===== config.mk =====
export PLATFORM = sky130hd
export DESIGN_NAME = fifo_packet_reader
export DESIGN_NICKNAME = d
export VERILOG_FILES = /design/src/rtl/fifo_packet_reader.sv
export SDC_FILE = /design/constraint.sdc
export NUM_CORES = 1
export LEC_CHECK = 0
export CAP_MARGIN = 20
export CELL_PAD_IN_SITES_DETAIL_PLACEMENT = 0
export CELL_PAD_IN_SITES_GLOBAL_PLACEMENT = 1
export CORE_MARGIN = 2
export CORE_UTILIZATION = 41
export CTS_CLUSTER_SIZE = 10
export DETAILED_ROUTE_END_ITERATION = 6
export GPL_TIMING_DRIVEN = 0
export PLACE_DENSITY = 0.95
export SKIP_CTS_REPAIR_TIMING = 1
export SYNTH_ARGS = -nofsm -noshare
export SYNTH_HDL_FRONTEND = slang
export SYNTH_SLANG_ARGS = --single-unit

===== constraint.sdc =====
create_clock -name clk -period 6.6 [get_ports clk]
set_input_delay 1.32 -clock clk [delete_from_list [all_inputs] [get_ports clk]]
set_output_delay 1.32 -clock clk [all_outputs]
set_load 0.05 [all_outputs]

===== src/rtl/fifo_packet_reader.sv =====
// Pop-side packet reassembler: drains FIFO words (MSB = last) and reports length/sum/overlength per packet.
// Optional overlength counter port err_cnt_o enabled by `define PKT_READER_ERR_CNT_EN.
module fifo_packet_reader #(
  parameter int  DATA_WIDTH  = 32,
  parameter int  MAX_PKT_LEN = 16,
  localparam int LW          = $clog2(MAX_PKT_LEN+1)
) (
  input  logic                  clk,
  input  logic                  rst_n,
  input  logic                  enable_i,
  input  logic                  pop_valid_i,
  input  logic [DATA_WIDTH:0]   pop_data_i,
  output logic                  pop_grant_o,
  output logic                  pkt_valid_o,
  input  logic                  pkt_ready_i,
  output logic [LW-1:0]         pkt_len_o,
  output logic [DATA_WIDTH-1:0] pkt_sum_o,
  output logic                  pkt_err_o
`ifdef PKT_READER_ERR_CNT_EN
  ,
  output logic [15:0]           err_cnt_o
`endif
);

  typedef enum logic [1:0] {IDLE, RECV, DROP, REPORT} state_t;

  state_t                state, state_nxt;
  logic [LW-1:0]         len, len_nxt;
  logic [DATA_WIDTH-1:0] sum, sum_nxt;
  logic                  err, err_nxt;
  logic                  xfer, last, hs;

  // Moore outputs: decoded from the state register only
  assign pop_grant_o = (state == RECV) || (state == DROP);
  assign pkt_valid_o = (state == REPORT);
  assign pkt_len_o   = len;
  assign pkt_sum_o   = sum;
  assign pkt_err_o   = err;

  assign xfer = pop_valid_i && pop_grant_o;
  assign last = pop_data_i[DATA_WIDTH];
  assign hs   = pkt_valid_o && pkt_ready_i;

  always_ff @(posedge clk or negedge rst_n) begin
    if (!rst_n) begin
      state <= IDLE;
      len   <= '0;
      sum   <= '0;
      err   <= 1'b0;
    end else begin
      state <= state_nxt;
      len   <= len_nxt;
      sum   <= sum_nxt;
      err   <= err_nxt;
    end
  end

  always_comb begin
    state_nxt = state;
    len_nxt   = len;
    sum_nxt   = sum;
    err_nxt   = err;
    case (state)
      IDLE: if (enable_i) state_nxt = RECV;
      RECV: if (xfer) begin
        len_nxt = len + 1'b1;
        sum_nxt = sum + pop_data_i[DATA_WIDTH-1:0];
        if (last)
          state_nxt = REPORT;
        else if (len == LW'(MAX_PKT_LEN-1)) begin
          // word MAX_PKT_LEN without last: rest of packet is discarded
          state_nxt = DROP;
          err_nxt   = 1'b1;
        end
      end
      DROP: if (xfer && last) state_nxt = REPORT;
      REPORT: if (hs) begin
        len_nxt   = '0;
        sum_nxt   = '0;
        err_nxt   = 1'b0;
        state_nxt = enable_i ? RECV : IDLE;
      end
      default: state_nxt = IDLE;
    endcase
  end

`ifdef PKT_READER_ERR_CNT_EN
  always_ff @(posedge clk or negedge rst_n) begin
    if (!rst_n)
      err_cnt_o <= '0;
    else if (hs && err && (err_cnt_o != 16'hFFFF))
      err_cnt_o <= err_cnt_o + 16'd1;
  end
`endif

endmodule


==> results.py, run 1 <==
metrics = {
    "setup_path": {
        "reg2reg_depth": 11,
        "max_stage_delay_ps": 460,
        "endpoint_kind": "register",
        "crit_cells": 12,
        "critPathCapture": "pkt_sum_o[28]",
        "path_buf_inv": 2,
        "r2r_slack_ps": 3830,
        "path_class": "primary input to register",
        "r2r-end": "pkt_sum_o[28]",
        "required_ps": 6780,
        "cp_slowest_cell": "nor4_2",
        "cp_max_fo": 6,
        "arrival_ps": 4010,
        "timing.rr.start": "pkt_sum_o[0]",
        "worstSetupStartpoint": "pop_data_i[0]",
        "crit_family": "compound AO/OA/AOI/OAI gates",
        "startpoint_type": "primary input",
        "cp_cell_sequence": "clkdlybuf4s50_1, ha_1, inv_1, fa_1, nor2b_4, o31a_1, a21boi_2, o2bb2ai_2, a211oi_2, nor4_2, a2111o_1, o211ai_2",
    },
    "clock_tree": {
        "numCtsBuffers": 5,
        "cts_sinks": 40,
        "cts_root_buf": "clkbuf_8",
        "max-clock-path-buffers": 2,
        "clk_pin_slew_ps": 80,
        "clk_latency_ps": 300,
        "cts_tree": "yes",
        "htree_levels": 2,
    },
    "place": {
        "dp_worst_setup_slack_ps": 2440,
        "place_hpwl_mm": 6.85,
        "post_dp_cell_area_um2": 4320,
        "portBuffers": 76,
        "place_inst": 577,
        "gp_congestion": 0.871,
    },
    "power": {
        "p_per_area_nw_per_um2": 547,
        "p_sw_share_pct": 54.0,
        "switchingPower_mw": 1.30,
        "p_int_mw": 1.11,
        "cellLeakagePower_nw": 1.99,
        "sequentialPowerShare_pct": 19.4,
        "ir_drop_v": 0.000214,
        "p_clk_share_pct": 6.7,
        "combinationalPowerShare_pct": 73.9,
    },
    "sta": {
        "finClkSkew_ps": 6.65,
        "fin_hold_ws_ps": 511,
        "min_period_over_period_pct": 58.1,
        "fin_crit_ps": 3830,
        "worst_slack_ps": 2770,
        "finalSetupViolations": 0,
        "max_freq_mhz": 261,
        "tightest_slew_ps": 547,
        "tns_ps": 0,
        "rsz0062_at_grt": "false",
        "maxSlewViolCount": 0,
        "slew_headroom_pct": 63.6,
        "finalHoldViolCount": 0,
    },
    "outcome": {
        "status": "finished, final reports clean",
    },
    "synth": {
        "yosysUniqueCellTypes": 63,
        "syn_area_um2": 3410,
        "yosys_most_used_dff": "dfrtp_1",
        "synth_enable_flop_cells": 0,
        "yosys_warnings": 0,
        "synth-seq-cells": 40,
        "synthCells": 395,
        "ys_async_sr_fraction_pct": 100,
        "ys_seq_area_share_pct": 29.3,
        "synthesis.nets": 472,
        "avgSynthCellArea_um2": 8.64,
    },
    "floorplanning": {
        "die_area_um2": 9070,
        "die_w_um": 95.2,
        "start_util_pct": 41.9,
        "io_pins": 78,
        "num_rows": 33,
        "coreArea_um2": 8130,
        "die_h_um": 95.2,
    },
    "grt": {
        "grt_pass1_vias": 3054,
        "grt_max_degree": 25,
        "grt_pass1_wl_mm": 14.3,
        "grt_usage_pct": 19.9,
        "grt_overflow": 0,
        "antenna_found_initial": 0,
    },
    "route": {
        "wl_mm": 8.74,
        "post_drt_wl_per_cell_um": 15.0,
        "first_iter_violations": 97,
        "drtPass1Iterations": 4,
        "via_per_inst": 5.48,
        "ant_nets": 0,
        "drc": 0,
        "num_vias": 3199,
    },
    "layout": {
        "stdcell_area_um2": 4400,
        "synthToLayoutAreaGrowth_pct": 28.9,
        "drive_gt1_share_pct": 7.10,
        "fin_cells": 584,
        "layout.nets": 556,
        "diodes": 0,
    },
    "flow_run": {
        "cap_viol_max_count": 0,
    },
    "min_path": {
        "min_path_type": "register to register",
    },
}
-- power groups by stage --
| stage | combinational [mW] | clock, mW | sequential (mW) |
|---|---|---|---|
| detailed placement | 1.77 | 0 | 0.471 |
| global placement | 1.75 | 0 | 0.463 |
| floorplan | 0.944 | 0 | 0.812 |
| finish | 1.78 | 0.162 | 0.467 |
| global route | 1.95 | 0.178 | 0.481 |
| CTS | 1.78 | 0.166 | 0.466 |
-- how the worst min path moves through the flow --
stage	start	to	slack (ps)	cells after the start
after floorplan	state[0]	state[0]	570	2
after detailed placement	pkt_sum_o[9]	pkt_sum_o[9]	500	2
final	pkt_sum_o[9]	pkt_sum_o[9]	510	2
after global routing	pkt_sum_o[9]	pkt_sum_o[9]	540	2
after CTS	pkt_sum_o[17]	pkt_sum_o[17]	520	2
after global placement	pkt_sum_o[9]	pkt_sum_o[9]	490	2
-- layout by cell type (no fill, tap or decap), types with 4 or more instances in the layout --
cell type,count
clkdlybuf4s50_1,75
nand2_1,58
o21ai_0,41
dfrtp_1,40
ha_1,38
a21oi_1,31
inv_1,16
nor2_1,15
a21o_1,15
xnor2_1,12
xor2_1,11
nand3_1,10
clkbuf_1,8
clkbuf_8,8
nor3_1,7
and3_1,6
a211oi_1,5
nand4_1,4
o2111ai_1,4
a22o_1,4
-- area by class of cell --
| type | instances | area, um^2 |
|---|---|---|
| clock buffers | 6 | 72.6 |
| multi-input cells | 326 | 2260 |
| inverters | 16 | 60.1 |
| flip-flops and latches | 40 | 1000 |
| repair buffers | 77 | 776 |
| fillers | 780 | 3740 |
| plain buffers | 13 | 93.8 |
| clock inverters | 1 | 5.00 |
| well taps | 105 | 131 |
-- layer usage --
layer	wire length [um]	vias to the layer above	global-route usage (%)
met1	3990	1507	26.1
li1	-	1611	-
met5	0	-	0
met4	89	0	4.59
met3	457	7	4.11
met2	4200	74	33.7
-- synthesized netlist by cell type (all sizes together), types with 3 or more instances --
cell type	number	share of area (%)
nor2	16	1.8
o22ai	3	0.55
and3	7	1.3
dfrtp	40	29
a21boi	4	0.99
and2	3	0.62
inv	16	1.8
ha	38	14
nand3	10	1.5
a31oi	3	0.55
nand2	58	6.4
o21bai	3	0.77
and4	3	0.81
nor3b	3	0.66
a211oi	8	2.2
nand4	4	0.73
a22o	4	1.0
nor3	8	1.3
a21o	15	3.3
nor2b	3	0.77
xor2	11	2.8
clkbuf	11	2.1
a21oi	32	4.8
o21ai	44	6.6
nand2b	3	0.55
o21a	3	0.66
o2111ai	4	1.0
xnor2	12	3.1
-- through the flow --
stage | util (%) | power (mW)
floorplan | - | 1.76
global placement | 52.9 | 2.21
detailed placement | 53.1 | 2.24
CTS | 54.1 | 2.41
global route | 54.1 | 2.60
finish | 54.1 | 2.41
-- flip-flops by register name (all words and copies together), names as in the netlist --
name       flops
pkt_err_o      1
pkt_len_o      5
pkt_sum_o     32
state          2
-- logic make-up (layout without fill, tap and decap cells) --
group	Yosys count	in the layout	share of synthesized area (%)
AOI/OAI and AO/OA	139	139	27.4
xor gates and xnor gates	23	23	5.90
adders and majority gates	39	39	14.5
buffers and inverters	29	113	4.51
DFF	40	40	29.3
muxes	2	2	0.623
and+or+nand+nor	123	123	17.7
-- worst register-to-register path: stages (launching register included) --
cell and delay, ps:
dfrtp_1 400, ha_1 230, inv_1 80, fa_1 230, nor2b_4 60, o31a_1 280, a21boi_2 210, o2bb2ai_2 250
a211oi_2 150, nor4_2 460, a2111o_1 230, o211ai_2 80
(Power assumes the default switching activity.)
==> inputs of run 2 (changes only) <==
--- a/config.mk
+++ b/config.mk
@@ -9,11 +9,11 @@
 export CELL_PAD_IN_SITES_DETAIL_PLACEMENT = 0
 export CELL_PAD_IN_SITES_GLOBAL_PLACEMENT = 1
 export CORE_MARGIN = 2
-export CORE_UTILIZATION = 41
+export CORE_UTILIZATION = 38
 export CTS_CLUSTER_SIZE = 10
 export DETAILED_ROUTE_END_ITERATION = 6
 export GPL_TIMING_DRIVEN = 0
-export PLACE_DENSITY = 0.95
+export PLACE_DENSITY = 0.91
 export SKIP_CTS_REPAIR_TIMING = 1
 export SYNTH_ARGS = -nofsm -noshare
 export SYNTH_HDL_FRONTEND = slang
==> constraint.sdc (replaced) <==
create_clock -name clk -period 4 [get_ports clk]
set_input_delay 0.8 -clock clk [delete_from_list [all_inputs] [get_ports clk]]
set_output_delay 0.8 -clock clk [all_outputs]
set_load 0.05 [all_outputs]
==> run 2 against run 1 <==
  * Flip-flop and latch count unchanged
  * Via count decreased by 1.5%
  * Global-route usage decreased by 2.0 points
  * Clock skew increased by 4.4 ps
  * Routed wire length decreased by 1.1%
  * Sequential share of layout area decreased by 0.097 points
  * Setup slack got worse by 2000 ps
  * Combinational power increased by 65%
  * Count of clock-buffer cells in the layout unchanged
  * Critical path depth unchanged
  * Non-clock buffer count unchanged
  * Cell count increased by 0.68%
  * Largest cell class unchanged
  * Highest routed layer unchanged
==> results.py, run 2 (synthesis results as in run 1) <==
metrics = {
    "grt": {
        "grt_max_degree": 27,
        "grt_usage_pct": 18.0,
        "grt_pass1_vias": 3042,
        "grt_overflow": 0,
        "grt_pass1_wl_mm": 14.5,
        "antenna_found_initial": 0,
    },
    "route": {
        "ant_nets": 0,
        "wl_mm": 8.65,
        "post_drt_wl_per_cell_um": 14.7,
        "num_vias": 3152,
        "via_per_inst": 5.36,
        "drtPass1Iterations": 4,
        "drc": 0,
        "first_iter_violations": 147,
    },
    "outcome": {
        "status": "finished, final reports clean",
    },
    "sta": {
        "tightest_slew_ps": 587,
        "tns_ps": 0,
        "fin_hold_ws_ps": 423,
        "max_freq_mhz": 307,
        "finalSetupViolations": 0,
        "finClkSkew_ps": 11.0,
        "slew_headroom_pct": 60.9,
        "maxSlewViolCount": 0,
        "rsz0062_at_grt": "false",
        "min_period_over_period_pct": 81.5,
        "fin_crit_ps": 3260,
        "finalHoldViolCount": 0,
    },
    "setup_path": {
        "arrival_ps": 3450,
        "cp_max_fo": 6,
        "path_class": "primary input to register",
        "required_ps": 4190,
        "startpoint_type": "primary input",
        "endpoint_kind": "register",
    },
    "layout": {
        "largest_reg_flops": 32,
        "fin_cells": 588,
        "regArea_um2": 1000,
        "nFillCells": 836,
        "multiInputGateArea_um2": 2260,
        "diodes": 0,
        "drive_gt1_share_pct": 7.50,
        "post-route-util_pct": 50.6,
        "final_cell_mix": "clkdlybuf4s50_1 (75), nand2_1 (58), o21ai_0 (41)",
        "final_common_cell": "clkdlybuf4s50_1",
        "layout.nets": 556,
        "stdcell_area_um2": 4420,
        "synthToLayoutAreaGrowth_pct": 29.4,
    },
    "place": {
        "place_hpwl_mm": 6.74,
        "place_inst": 580,
        "gp_congestion": 0.877,
        "portBuffers": 76,
        "post_dp_cell_area_um2": 4320,
    },
    "floorplanning": {
        "die_area_um2": 9750,
        "die_h_um": 98.8,
        "die_w_um": 98.8,
        "io_pins": 78,
        "start_util_pct": 39.1,
        "coreArea_um2": 8720,
        "num_rows": 34,
    },
    "power": {
        "cellLeakagePower_nw": 2.00,
        "p_per_area_nw_per_um2": 905,
        "ir_drop_v": 0.000461,
    },
    "clock_tree": {
        "clk_latency_ps": 300,
        "htree_levels": 2,
        "cts_root_buf": "clkbuf_8",
        "cts_sinks": 40,
        "max-clock-path-buffers": 2,
        "numCtsBuffers": 5,
        "cts_tree": "yes",
        "clk_pin_slew_ps": 90,
    },
    "min_path": {
        "min_path_type": "primary input to asynchronous set/reset pin",
    },
    "flow_run": {
        "cap_viol_max_count": 0,
    },
}
==> run 2: changes by cell type in the layout (fill, tap and decap cells not counted) <==
| cell | delta |
|---|---|
| clkbuf_8 | +1 |
| clkbuf_1 | -1 |
| clkinv_2 | +1 |
==> run 2: worst paths after layout <==
check                      depth (start not counted)     startpoint  slack, ps       endpoint
min in group clk                                   2   pkt_sum_o[6]        510   pkt_sum_o[6]
max                                               12  pop_data_i[0]        740  pkt_sum_o[28]
min                                                1          rst_n        420  pkt_sum_o[25]
min reg2reg                                        2   pkt_sum_o[6]        510   pkt_sum_o[6]
max reg2reg                                       11   pkt_sum_o[0]       1270  pkt_sum_o[28]
max in group asynchronous                          2          rst_n       3090       state[0]
==> run 2: through the flow <==
stage	setup slack [ps]	total power, mW
3_5_place_dp	401	3.71
6_report	739	3.99
5_1_grt	543	4.31
2_1_floorplan	1150	2.90
4_1_cts	713	4.02
3_3_place_gp	422	3.65
==> run 2: power by group <==
part	switching, mW	internal (mW)
combinational	1.82	1.11
clock	0.158	0.138
sequential	0.173	0.595
total	2.15	1.84
==> run 2: layout make-up <==
| type | instances | area share (%) |
|---|---|---|
| sequential | 40 | 22.7 |
| tap | 108 | 3.06 |
| multi-input combinational | 326 | 51.1 |
| buffer | 13 | 2.13 |
| timing repair buffer | 77 | 17.6 |
| clock inverter | 2 | 0.227 |
| inverter | 16 | 1.36 |
| clock buffer | 6 | 1.87 |
==> run 2: critical path, cell delays in order <==
cell and delay (ps):
clkdlybuf4s50_1 410, ha_1 240, inv_1 80, fa_1 230
nor2b_4 60, o31a_1 280, a21boi_2 210, o2bb2ai_2 240
a211oi_2 130, nor4_2 450, a2111o_1 230, o211ai_2 80
==> run 2: metal layers <==
| metal | up-vias | wire length [um] | track usage (%) |
|---|---|---|---|
| met4 | 0 | 56 | 3.58 |
| met1 | 1462 | 4290 | 25.3 |
| met5 | - | 0 | 0 |
| met3 | 5 | 348 | 2.55 |
| li1 | 1613 | - | - |
| met2 | 72 | 3950 | 29.6 |
